`config.mk`:
```
export PLATFORM = sky130hd
export DESIGN_NAME = wb_port_arbiter_flat
export DESIGN_NICKNAME = d
export VERILOG_FILES = /design/src/rtl/wb_port_arbiter_pkg.sv /design/src/rtl/wb_port_arbiter_if.sv /design/src/rtl/wb_port_arbiter_fifo.sv /design/src/rtl/wb_port_arbiter.sv /design/src/flat_wrapper.sv
export SDC_FILE = /design/constraint.sdc
export NUM_CORES = 2
export LEC_CHECK = 0
export CAP_MARGIN = 20
export CORE_AREA = 4 4 465 467
export DETAILED_ROUTE_END_ITERATION = 8
export DIE_AREA = 0 0 469 471
export HOLD_SLACK_MARGIN = 0.03
export PLACE_DENSITY = 0.67
export SLEW_MARGIN = 0
export SYNTH_ARGS = -nofsm -noshare
export SYNTH_HDL_FRONTEND = slang
export SYNTH_SLANG_ARGS = --single-unit
```
`constraint.sdc`:
```
create_clock -name clk_i -period 14.9 [get_ports clk_i]
set_clock_uncertainty 0.2 [all_clocks]
set_input_delay 1.49 -clock clk_i [delete_from_list [all_inputs] [get_ports clk_i]]
set_output_delay 1.49 -clock clk_i [all_outputs]
set_load 0.05 [all_outputs]
```
`src/rtl/wb_port_arbiter_pkg.sv`:
```
`default_nettype none
// ============================================================================
// Module      : wb_port_arbiter_pkg
// Description : Shared types and constants for the writeback port arbiter.
//               It holds the exception record, the scoreboard tag width, the
//               default writeback entry, and a helper that sizes index fields.
// Revision    : 1.0 - initial release
// ============================================================================
package wb_port_arbiter_pkg;

    localparam int XLEN          = 64;
    localparam int TRANS_ID_BITS = 3;

    typedef struct packed {
        logic [XLEN-1:0] cause;
        logic [XLEN-1:0] tval;
        logic            valid;
    } exception_t;

    // Writeback entry at the default widths. The top level builds its own
    // entry type from its DATA_WIDTH / TRANS_ID_W parameters.
    typedef struct packed {
        logic [XLEN-1:0]          result;
        logic [TRANS_ID_BITS-1:0] trans_id;
        exception_t               ex;
    } wb_entry_t;

    // Width of an index into n items. It is never zero, so a 1-item index
    // still gets a legal 1-bit vector.
    function automatic int idx_width(input int n);
        return (n > 1) ? $clog2(n) : 1;
    endfunction

endpackage
`default_nettype wire

```
`src/rtl/wb_port_arbiter_if.sv`:
```
`default_nettype none
// ============================================================================
// Module      : wb_port_arbiter_if
// Description : Producer and writeback bundle of the writeback port arbiter.
//               master : functional-unit side / environment
//               slave  : the arbiter
//   flush_i        1                   flush all buffered results
//   fu_valid_i     NR_FU               channel result valid
//   fu_ready_o     NR_FU               channel can accept a result
//   fu_result_i    NR_FU x DATA_WIDTH  result data
//   fu_trans_id_i  NR_FU x TRANS_ID_W  scoreboard tag
//   fu_ex_i        NR_FU x exception_t exception info
//   wb_valid_o     NR_WB_PORTS         write-port valid
//   wb_result_o    NR_WB_PORTS x DATA_WIDTH
//   wb_trans_id_o  NR_WB_PORTS x TRANS_ID_W
//   wb_ex_o        NR_WB_PORTS x exception_t
//   wb_src_o       NR_WB_PORTS x clog2(NR_FU)  granted channel index
// Revision    : 1.0 - initial release
// ============================================================================
interface wb_port_arbiter_if import wb_port_arbiter_pkg::*; #(
    parameter int NR_FU       = 4,
    parameter int NR_WB_PORTS = 2,
    parameter int DATA_WIDTH  = 64,
    parameter int TRANS_ID_W  = TRANS_ID_BITS
) ();

    localparam int SRC_W = idx_width(NR_FU);

    logic                                    flush_i;
    logic [NR_FU-1:0]                        fu_valid_i;
    logic [NR_FU-1:0]                        fu_ready_o;
    logic [NR_FU-1:0][DATA_WIDTH-1:0]        fu_result_i;
    logic [NR_FU-1:0][TRANS_ID_W-1:0]        fu_trans_id_i;
    exception_t [NR_FU-1:0]                  fu_ex_i;

    logic [NR_WB_PORTS-1:0]                  wb_valid_o;
    logic [NR_WB_PORTS-1:0][DATA_WIDTH-1:0]  wb_result_o;
    logic [NR_WB_PORTS-1:0][TRANS_ID_W-1:0]  wb_trans_id_o;
    exception_t [NR_WB_PORTS-1:0]            wb_ex_o;
    logic [NR_WB_PORTS-1:0][SRC_W-1:0]       wb_src_o;

    modport master (
        output flush_i, fu_valid_i, fu_result_i, fu_trans_id_i, fu_ex_i,
        input  fu_ready_o, wb_valid_o, wb_result_o, wb_trans_id_o, wb_ex_o, wb_src_o
    );

    modport slave (
        input  flush_i, fu_valid_i, fu_result_i, fu_trans_id_i, fu_ex_i,
        output fu_ready_o, wb_valid_o, wb_result_o, wb_trans_id_o, wb_ex_o, wb_src_o
    );

endinterface
`default_nettype wire

```
`src/rtl/wb_port_arbiter_fifo.sv`:
```
`default_nettype none
// ============================================================================
// Module      : wb_port_arbiter_fifo
// Description : Single-channel result FIFO, generic in entry type.
//   clk, rst (async, active-high)
//   i_flush  synchronous clear; overrides push and pop
//   i_push   write i_data (ignored while full)
//   i_pop    drop the head entry (ignored while empty)
//   o_full, o_empty  from registered occupancy only
//   o_head   current head entry (undefined while empty)
// Revision    : 1.0 - initial release
// ============================================================================
module wb_port_arbiter_fifo #(
    parameter int  DEPTH = 2,
    parameter type T     = logic
) (
    input  wire logic clk,
    input  wire logic rst,
    input  wire logic i_flush,
    input  wire logic i_push,
    input  wire T     i_data,
    input  wire logic i_pop,
    output logic      o_full,
    output logic      o_empty,
    output T          o_head
);

    localparam int             PTR_W   = (DEPTH > 1) ? $clog2(DEPTH) : 1;
    localparam logic [PTR_W:0] c_DEPTH = (PTR_W + 1)'(DEPTH);

    logic [PTR_W-1:0] r_wr_ptr;
    logic [PTR_W-1:0] r_rd_ptr;
    logic [PTR_W:0]   r_count;
    T                 r_mem [DEPTH];

    logic w_push;
    logic w_pop;

    assign o_full  = (r_count == c_DEPTH);
    assign o_empty = (r_count == '0);
    assign o_head  = r_mem[r_rd_ptr];

    // A full FIFO refuses a push even while it is popped in the same cycle,
    // so that ready depends only on registered state.
    assign w_push = i_push && !o_full  && !i_flush;
    assign w_pop  = i_pop  && !o_empty && !i_flush;

    always_ff @(posedge clk or posedge rst) begin
        if (rst) begin
            r_wr_ptr <= '0;
            r_rd_ptr <= '0;
            r_count  <= '0;
        end else if (i_flush) begin
            r_wr_ptr <= '0;
            r_rd_ptr <= '0;
            r_count  <= '0;
        end else begin
            if (w_push) r_wr_ptr <= r_wr_ptr + 1'b1;
            if (w_pop)  r_rd_ptr <= r_rd_ptr + 1'b1;
            case ({w_push, w_pop})
                2'b10:   r_count <= r_count + 1'b1;
                2'b01:   r_count <= r_count - 1'b1;
                default: r_count <= r_count;
            endcase
        end
    end

    // The storage has no reset. Whether an entry is live is set by the
    // pointers and the count alone.
    always_ff @(posedge clk) begin
        if (w_push) r_mem[r_wr_ptr] <= i_data;
    end

`ifndef SYNTHESIS
    a_no_push_full: assert property (@(posedge clk) disable iff (rst)
        (i_push && !i_flush) |-> !o_full);
`endif

endmodule
`default_nettype wire

```
`src/rtl/wb_port_arbiter.sv`:
```
`default_nettype none
// ============================================================================
// Module      : wb_port_arbiter
// Description : Merges NR_FU functional-unit result channels onto NR_WB_PORTS
//               scoreboard write ports. Each channel buffers results in its
//               own FIFO. A round-robin scan starting at r_rr grants the first
//               NR_WB_PORTS non-empty channels, in scan order, to ports 0,1,..
//   clk_i  clock
//   rst_i  asynchronous active-high reset
//   bus    wb_port_arbiter_if.slave (producer inputs, writeback outputs)
// Revision    : 1.0 - initial release
// ============================================================================
module wb_port_arbiter import wb_port_arbiter_pkg::*; #(
    parameter int NR_FU       = 4,
    parameter int NR_WB_PORTS = 2,
    parameter int DEPTH       = 2,
    parameter int DATA_WIDTH  = 64,
    parameter int TRANS_ID_W  = TRANS_ID_BITS
) (
    input  wire logic        clk_i,
    input  wire logic        rst_i,
    wb_port_arbiter_if.slave bus
);

    localparam int                  SRC_W      = idx_width(NR_FU);
    localparam int                  PORT_CNT_W = $clog2(NR_WB_PORTS + 1);
    localparam logic [SRC_W:0]      c_NR_FU    = (SRC_W + 1)'(NR_FU);
    localparam logic [PORT_CNT_W-1:0] c_NR_PORTS = PORT_CNT_W'(NR_WB_PORTS);

    typedef struct packed {
        logic [DATA_WIDTH-1:0] result;
        logic [TRANS_ID_W-1:0] trans_id;
        exception_t            ex;
    } entry_t;

    logic [SRC_W-1:0]                  r_rr;

    logic [NR_FU-1:0]                  w_full;
    logic [NR_FU-1:0]                  w_empty;
    logic [NR_FU-1:0]                  w_ready;
    logic [NR_FU-1:0]                  w_grant;
    entry_t                            w_head [NR_FU];

    logic                              w_any_grant;
    logic [SRC_W-1:0]                  w_rr_next;
    logic [NR_WB_PORTS-1:0]            w_wb_valid;
    entry_t                            w_wb_entry [NR_WB_PORTS];
    logic [NR_WB_PORTS-1:0][SRC_W-1:0] w_wb_src;

    assign w_ready        = ~w_full;
    assign bus.fu_ready_o = w_ready;

    // ------------------------------------------------------------------
    // Per-channel result buffers
    // ------------------------------------------------------------------
    for (genvar i = 0; i < NR_FU; i++) begin : g_fifo
        entry_t w_in;
        assign w_in = '{result:   bus.fu_result_i[i],
                        trans_id: bus.fu_trans_id_i[i],
                        ex:       bus.fu_ex_i[i]};

        wb_port_arbiter_fifo #(
            .DEPTH (DEPTH),
            .T     (entry_t)
        ) u_fifo (
            .clk     (clk_i),
            .rst     (rst_i),
            .i_flush (bus.flush_i),
            .i_push  (bus.fu_valid_i[i] & w_ready[i]),
            .i_data  (w_in),
            .i_pop   (w_grant[i]),
            .o_full  (w_full[i]),
            .o_empty (w_empty[i]),
            .o_head  (w_head[i])
        );
    end

    // ------------------------------------------------------------------
    // Round-robin scan. v_n counts the ports handed out so far. The port
    // loop maps that count onto a constant port index, so no port is ever
    // addressed by a variable index.
    // ------------------------------------------------------------------
    always_comb begin
        logic [SRC_W:0]        v_sum;
        logic [SRC_W-1:0]      v_idx;
        logic [PORT_CNT_W-1:0] v_n;

        w_grant     = '0;
        w_any_grant = 1'b0;
        w_rr_next   = r_rr;
        w_wb_valid  = '0;
        w_wb_src    = '0;
        for (int p = 0; p < NR_WB_PORTS; p++) w_wb_entry[p] = '0;
        v_sum = '0;
        v_idx = '0;
        v_n   = '0;

        for (int k = 0; k < NR_FU; k++) begin
            v_sum = {1'b0, r_rr} + (SRC_W + 1)'(k);
            if (v_sum >= c_NR_FU) v_sum = v_sum - c_NR_FU;
            v_idx = v_sum[SRC_W-1:0];

            if (!w_empty[v_idx] && (v_n < c_NR_PORTS)) begin
                w_grant[v_idx] = 1'b1;
                for (int p = 0; p < NR_WB_PORTS; p++) begin
                    if (v_n == PORT_CNT_W'(p)) begin
                        w_wb_valid[p] = 1'b1;
                        w_wb_entry[p] = w_head[v_idx];
                        w_wb_src[p]   = v_idx;
                    end
                end
                // The last grant in scan order decides where the next scan
                // starts.
                v_sum       = {1'b0, v_idx} + 1'b1;
                w_rr_next   = (v_sum == c_NR_FU) ? '0 : v_sum[SRC_W-1:0];
                w_any_grant = 1'b1;
                v_n         = v_n + 1'b1;
            end
        end
    end

    always_ff @(posedge clk_i or posedge rst_i) begin
        if (rst_i) begin
            r_rr <= '0;
        end else if (bus.flush_i) begin
            r_rr <= '0;
        end else if (w_any_grant) begin
            r_rr <= w_rr_next;
        end
    end

    // ------------------------------------------------------------------
    // Write-port outputs. Ports with no grant carry a zero payload.
    // ------------------------------------------------------------------
    for (genvar p = 0; p < NR_WB_PORTS; p++) begin : g_port
        assign bus.wb_valid_o[p]    = w_wb_valid[p];
        assign bus.wb_result_o[p]   = w_wb_entry[p].result;
        assign bus.wb_trans_id_o[p] = w_wb_entry[p].trans_id;
        assign bus.wb_ex_o[p]       = w_wb_entry[p].ex;
        assign bus.wb_src_o[p]      = w_wb_src[p];
    end

`ifndef SYNTHESIS
    for (genvar p = 0; p < NR_WB_PORTS; p++) begin : g_chk_a
        for (genvar q = p + 1; q < NR_WB_PORTS; q++) begin : g_chk_b
            a_src_unique: assert property (@(posedge clk_i) disable iff (rst_i)
                !(w_wb_valid[p] && w_wb_valid[q] && (w_wb_src[p] == w_wb_src[q])));
            a_tag_unique: assert property (@(posedge clk_i) disable iff (rst_i)
                !(w_wb_valid[p] && w_wb_valid[q] &&
                  (w_wb_entry[p].trans_id == w_wb_entry[q].trans_id)));
        end
    end
`endif

endmodule
`default_nettype wire

```
`src/flat_wrapper.sv`:
```
// flat-port wrapper written by rule: the top's interface ports become plain ports
module wb_port_arbiter_flat import wb_port_arbiter_pkg::*;
#(
    parameter int NR_FU       = 4,
    parameter int NR_WB_PORTS = 2,
    parameter int DEPTH       = 2,
    parameter int DATA_WIDTH  = 64,
    parameter int TRANS_ID_W  = TRANS_ID_BITS
)
  (clk_i, rst_i, bus_flush_i, bus_fu_valid_i, bus_fu_result_i, bus_fu_trans_id_i, bus_fu_ex_i, bus_fu_ready_o, bus_wb_valid_o, bus_wb_result_o, bus_wb_trans_id_o, bus_wb_ex_o, bus_wb_src_o);
  wb_port_arbiter_if #(.NR_FU(NR_FU), .NR_WB_PORTS(NR_WB_PORTS), .DATA_WIDTH(DATA_WIDTH), .TRANS_ID_W(TRANS_ID_W)) bus_i ();
  input  wire logic clk_i;
  input  wire logic rst_i;
  input wire logic [$bits(bus_i.flush_i)-1:0] bus_flush_i;
  input wire logic [$bits(bus_i.fu_valid_i)-1:0] bus_fu_valid_i;
  input wire logic [$bits(bus_i.fu_result_i)-1:0] bus_fu_result_i;
  input wire logic [$bits(bus_i.fu_trans_id_i)-1:0] bus_fu_trans_id_i;
  input wire logic [$bits(bus_i.fu_ex_i)-1:0] bus_fu_ex_i;
  output wire logic [$bits(bus_i.fu_ready_o)-1:0] bus_fu_ready_o;
  output wire logic [$bits(bus_i.wb_valid_o)-1:0] bus_wb_valid_o;
  output wire logic [$bits(bus_i.wb_result_o)-1:0] bus_wb_result_o;
  output wire logic [$bits(bus_i.wb_trans_id_o)-1:0] bus_wb_trans_id_o;
  output wire logic [$bits(bus_i.wb_ex_o)-1:0] bus_wb_ex_o;
  output wire logic [$bits(bus_i.wb_src_o)-1:0] bus_wb_src_o;
  assign bus_i.flush_i = bus_flush_i;
  assign bus_i.fu_valid_i = bus_fu_valid_i;
  assign bus_i.fu_result_i = bus_fu_result_i;
  assign bus_i.fu_trans_id_i = bus_fu_trans_id_i;
  assign bus_i.fu_ex_i = bus_fu_ex_i;
  assign bus_fu_ready_o = bus_i.fu_ready_o;
  assign bus_wb_valid_o = bus_i.wb_valid_o;
  assign bus_wb_result_o = bus_i.wb_result_o;
  assign bus_wb_trans_id_o = bus_i.wb_trans_id_o;
  assign bus_wb_ex_o = bus_i.wb_ex_o;
  assign bus_wb_src_o = bus_i.wb_src_o;
  wb_port_arbiter #(.NR_FU(NR_FU), .NR_WB_PORTS(NR_WB_PORTS), .DEPTH(DEPTH), .DATA_WIDTH(DATA_WIDTH), .TRANS_ID_W(TRANS_ID_W)) u_core (.clk_i(clk_i), .rst_i(rst_i), .bus(bus_i));
endmodule
```
==> flow_metrics.env <==
export IMPL_status="completed"
export IMPL_setup_violations=0
export IMPL_synth_top_family_by_area="multiplexers"
export IMPL_ctsHoldBuffers=0
export IMPL_synth_most_common_cell="edfxtp_1"
export IMPL_die_h_um=471
export IMPL_num_vias=73103
export IMPL_synth_cells=7248
export IMPL_antenna_found_initial=169
export IMPL_path_class="flip-flop to output pin"
export IMPL_crit_path_top_delay_cell="dfrtp_4"
export IMPL_drt_pass1_iter_count=6
export IMPL_cts_root_buf="clkbuf_16"
export IMPL_fp_row_count=169
export IMPL_synth_adder_area_share_pct=0.139
export IMPL_synth_seq_cells=1586
export IMPL_grt_max_degree=179
export IMPL_crit_fanout=100
export IMPL_cp_arrival_ns=10.32
export IMPL_worstSetupEndpointType="output pin"
export IMPL_drt_iter0_drc=11181
export IMPL_die_w_um=469
export IMPL_ant_nets=0
export IMPL_synth_edf_count=1568
export IMPL_start_kind="flip-flop"
export IMPL_ios=1193
export IMPL_cpMostUsedCell="buf_4"
export IMPL_path_clk_slew_ns=0.06
export IMPL_async_flop_share_pct=1.13
export IMPL_muxShareOfSynthArea_pct=24.6
export IMPL_path_cells="inv_8 > ha_4 > buf_4 > nor4b_1 > or4_1 > inv_2 > ha_1 > a311oi_2 > nand2_4 > and3_4 > buf_4 > buf_4 > nand4_1 > nand3_1 > clkdlybuf4s50_1"
export IMPL_synth_top_area_cell="edfxtp_1"
export IMPL_drv_slew=0
export IMPL_hp_class="flip-flop to flip-flop"
export IMPL_fmax_mhz=83.2
export IMPL_max_stage_delay_ns=0.96
export IMPL_core_um2=212000
export IMPL_cts_tree="done"
export IMPL_slew_headroom_pct=4.30
export IMPL_netlist_area_um2=90100
export IMPL_nets=8834
export IMPL_tightest_slew_ns=1.44
export IMPL_dieArea_um2=221000
export IMPL_synth_ff_type="edfxtp_1"
export IMPL_rsz0062_at_grt="no"
export IMPL_final_area_um2=110000
export IMPL_vias_per_cell=6.57
export IMPL_placed_area_um2=104000
export IMPL_ys_types=61
export IMPL_pre_cts_ws_ns=3.82
export IMPL_synth_common_cells="1,568 x edfxtp_1, 1,118 x mux2i_1, 731 x nand2_1"
export IMPL_synth_compound_area_share_pct=9.17
export IMPL_drc=0
export IMPL_yosysWarnings=0
export IMPL_clock_sinks=1586
export IMPL_synth_nets=8049
export IMPL_required_ns=13.21
export IMPL_finalCriticalPeriod_ns=12.01
export IMPL_cts_buffer_depth=3
export IMPL_grt_overflow=0
export IMPL_holdWs_ns=0.398
export IMPL_post_route_period_util_pct=80.6
export IMPL_gp_congestion=0.942
export IMPL_route_detailed_wl_per_inst_um=34.0
export IMPL_grt_pass1_wl_um=522000
export IMPL_synth_top_area_share_pct=52.3
export IMPL_avgSynthCellArea_um2=12.4
export IMPL_synth_seq_area_share_pct=52.8
export IMPL_hold_viol=0
export IMPL_cts_repair_resized=0
export IMPL_area_growth_syn_to_layout_pct=22.3
export IMPL_grt_usage_pct=32.8
export IMPL_synth_xor_area_share_pct=0.0486
export IMPL_post_cts_setup_buffer_count=0
export IMPL_maxCapViolCount=0
export IMPL_drive_gt1_share_pct=11.6
export IMPL_grt_pass1_vias=68383
export IMPL_place_hpwl_um=241000
export IMPL_yosys_area_share_simple_pct=10.2
export IMPL_htree_levels=4
export IMPL_worst_slack_ns=2.89
export IMPL_initial_utilization_pct=42.6
export IMPL_io_buffers=1192
export IMPL_routed_wl_um=379000
export IMPL_clk_latency_ns=0.85
export IMPL_cts_buffers=178
export IMPL_synth_area_leaders="edfxtp_1 52%, mux2i_1 12%, mux4_2 11%, nand2_1 3.0%, nor2_1 2.5%"
-- cells in the final DEF (no fill, tap or decap), types with 35 or more instances in the layout --
cell and count:
a22o_1 73, mux2_2 69, a221oi_1 168, a21oi_1 154, nor3_1 200, edfxtp_1 1568, clkbuf_1 39, mux4_2 451
mux2i_1 1118, clkbuf_16 178, buf_4 84, nor2_1 607, nand4_1 196, clkdlybuf4s50_1 1192, o211ai_1 70, o21ai_0 449
o221ai_1 69, nand3_1 131, and2_1 128, nand2_1 727, diode_2 121, clkinv_1 35, o22ai_1 198
-- per-stage QoR --
| stage | std cells | TNS [ns] | utilization, % |
|---|---|---|---|
| 3_3_place_gp | 10672 | 0 | 49.2 |
| 4_1_cts | 10998 | 0 | 51.9 |
| 2_1_floorplan | 7248 | -2075.71 | - |
| 6_report | 11121 | 0 | 52.0 |
| 3_5_place_dp | 10672 | 0 | 49.2 |
| 5_1_grt | 11084 | 0 | 52.0 |
-- path summary, 6_finish.rpt --
check / start / endpoint / slack, ns / depth (start not counted)
worst max-delay path: u_core.r_rr[0] / bus_wb_ex_o[147] / 2.89 / 15
max in group asynchronous: rst_i / u_core.g_fifo[0].u_fifo.r_rd_ptr / 12.79 / 2
worst min register to register: u_core.g_fifo[0].u_fifo.r_wr_ptr / u_core.g_fifo[0].u_fifo.r_wr_ptr / 0.40 / 2
worst max register to register: u_core.r_rr[0] / u_core.g_fifo[0].u_fifo.r_rd_ptr / 7.95 / 12
worst min-delay path: u_core.g_fifo[0].u_fifo.r_wr_ptr / u_core.g_fifo[0].u_fifo.r_wr_ptr / 0.40 / 2
min in group asynchronous: rst_i / u_core.g_fifo[3].u_fifo.r_wr_ptr / 1.06 / 2
-- final cells by class --
class                           count  area [um2]
Tap cell                         2821        3530
Timing Repair Buffer             1302       13100
Multi-Input combinational cell   4956       39900
Antenna cell                      121         303
Clock inverter                    108        1160
Clock buffer                      218        4610
Inverter                            9        63.8
Fill cell                       17597      102000
Sequential cell                  1586       47600
-- cell families after synthesis --
family	Yosys count
and+or+nand+nor	2051
DFF	1586
muxes	1638
adders and majority gates	10
AOI/OAI and AO/OA	1252
buffers and inverters	706
xor gates and xnor gates	5
-- worst max-delay path: cells and delay by family (launching register included) --
| family | cells | cell delay (ns) |
|---|---|---|
| AOI/OAI and AO/OA | 1 | 0.16 |
| adders and majority gates | 2 | 1.32 |
| buffers and inverters | 6 | 3.92 |
| DFF | 1 | 0.96 |
| and+or+nand+nor | 6 | 2.58 |
-- registers in the layout, summed over array words and instances (netlist names) --
signal / cells
u_core.g_fifo.u_fifo.r_count: 8
u_core.r_rr: 2
u_core.g_fifo.u_fifo.r_rd_ptr: 4
u_core.g_fifo.u_fifo.r_wr_ptr: 4
u_core.g_fifo.u_fifo.r_mem: 1568
-- layer usage --
layer	global-route usage (%)	vias to the layer above	share of wire, %
met1	41.1	36186	36
met3	9.80	1120	12
met4	20.5	86	7.1
li1	-	30236	-
met2	49.9	5475	45
met5	0	-	0.14
Power is left out: the tool's default activity adds up to more than one toggle a clock period on the data nets, which glitch-free logic cannot reach.
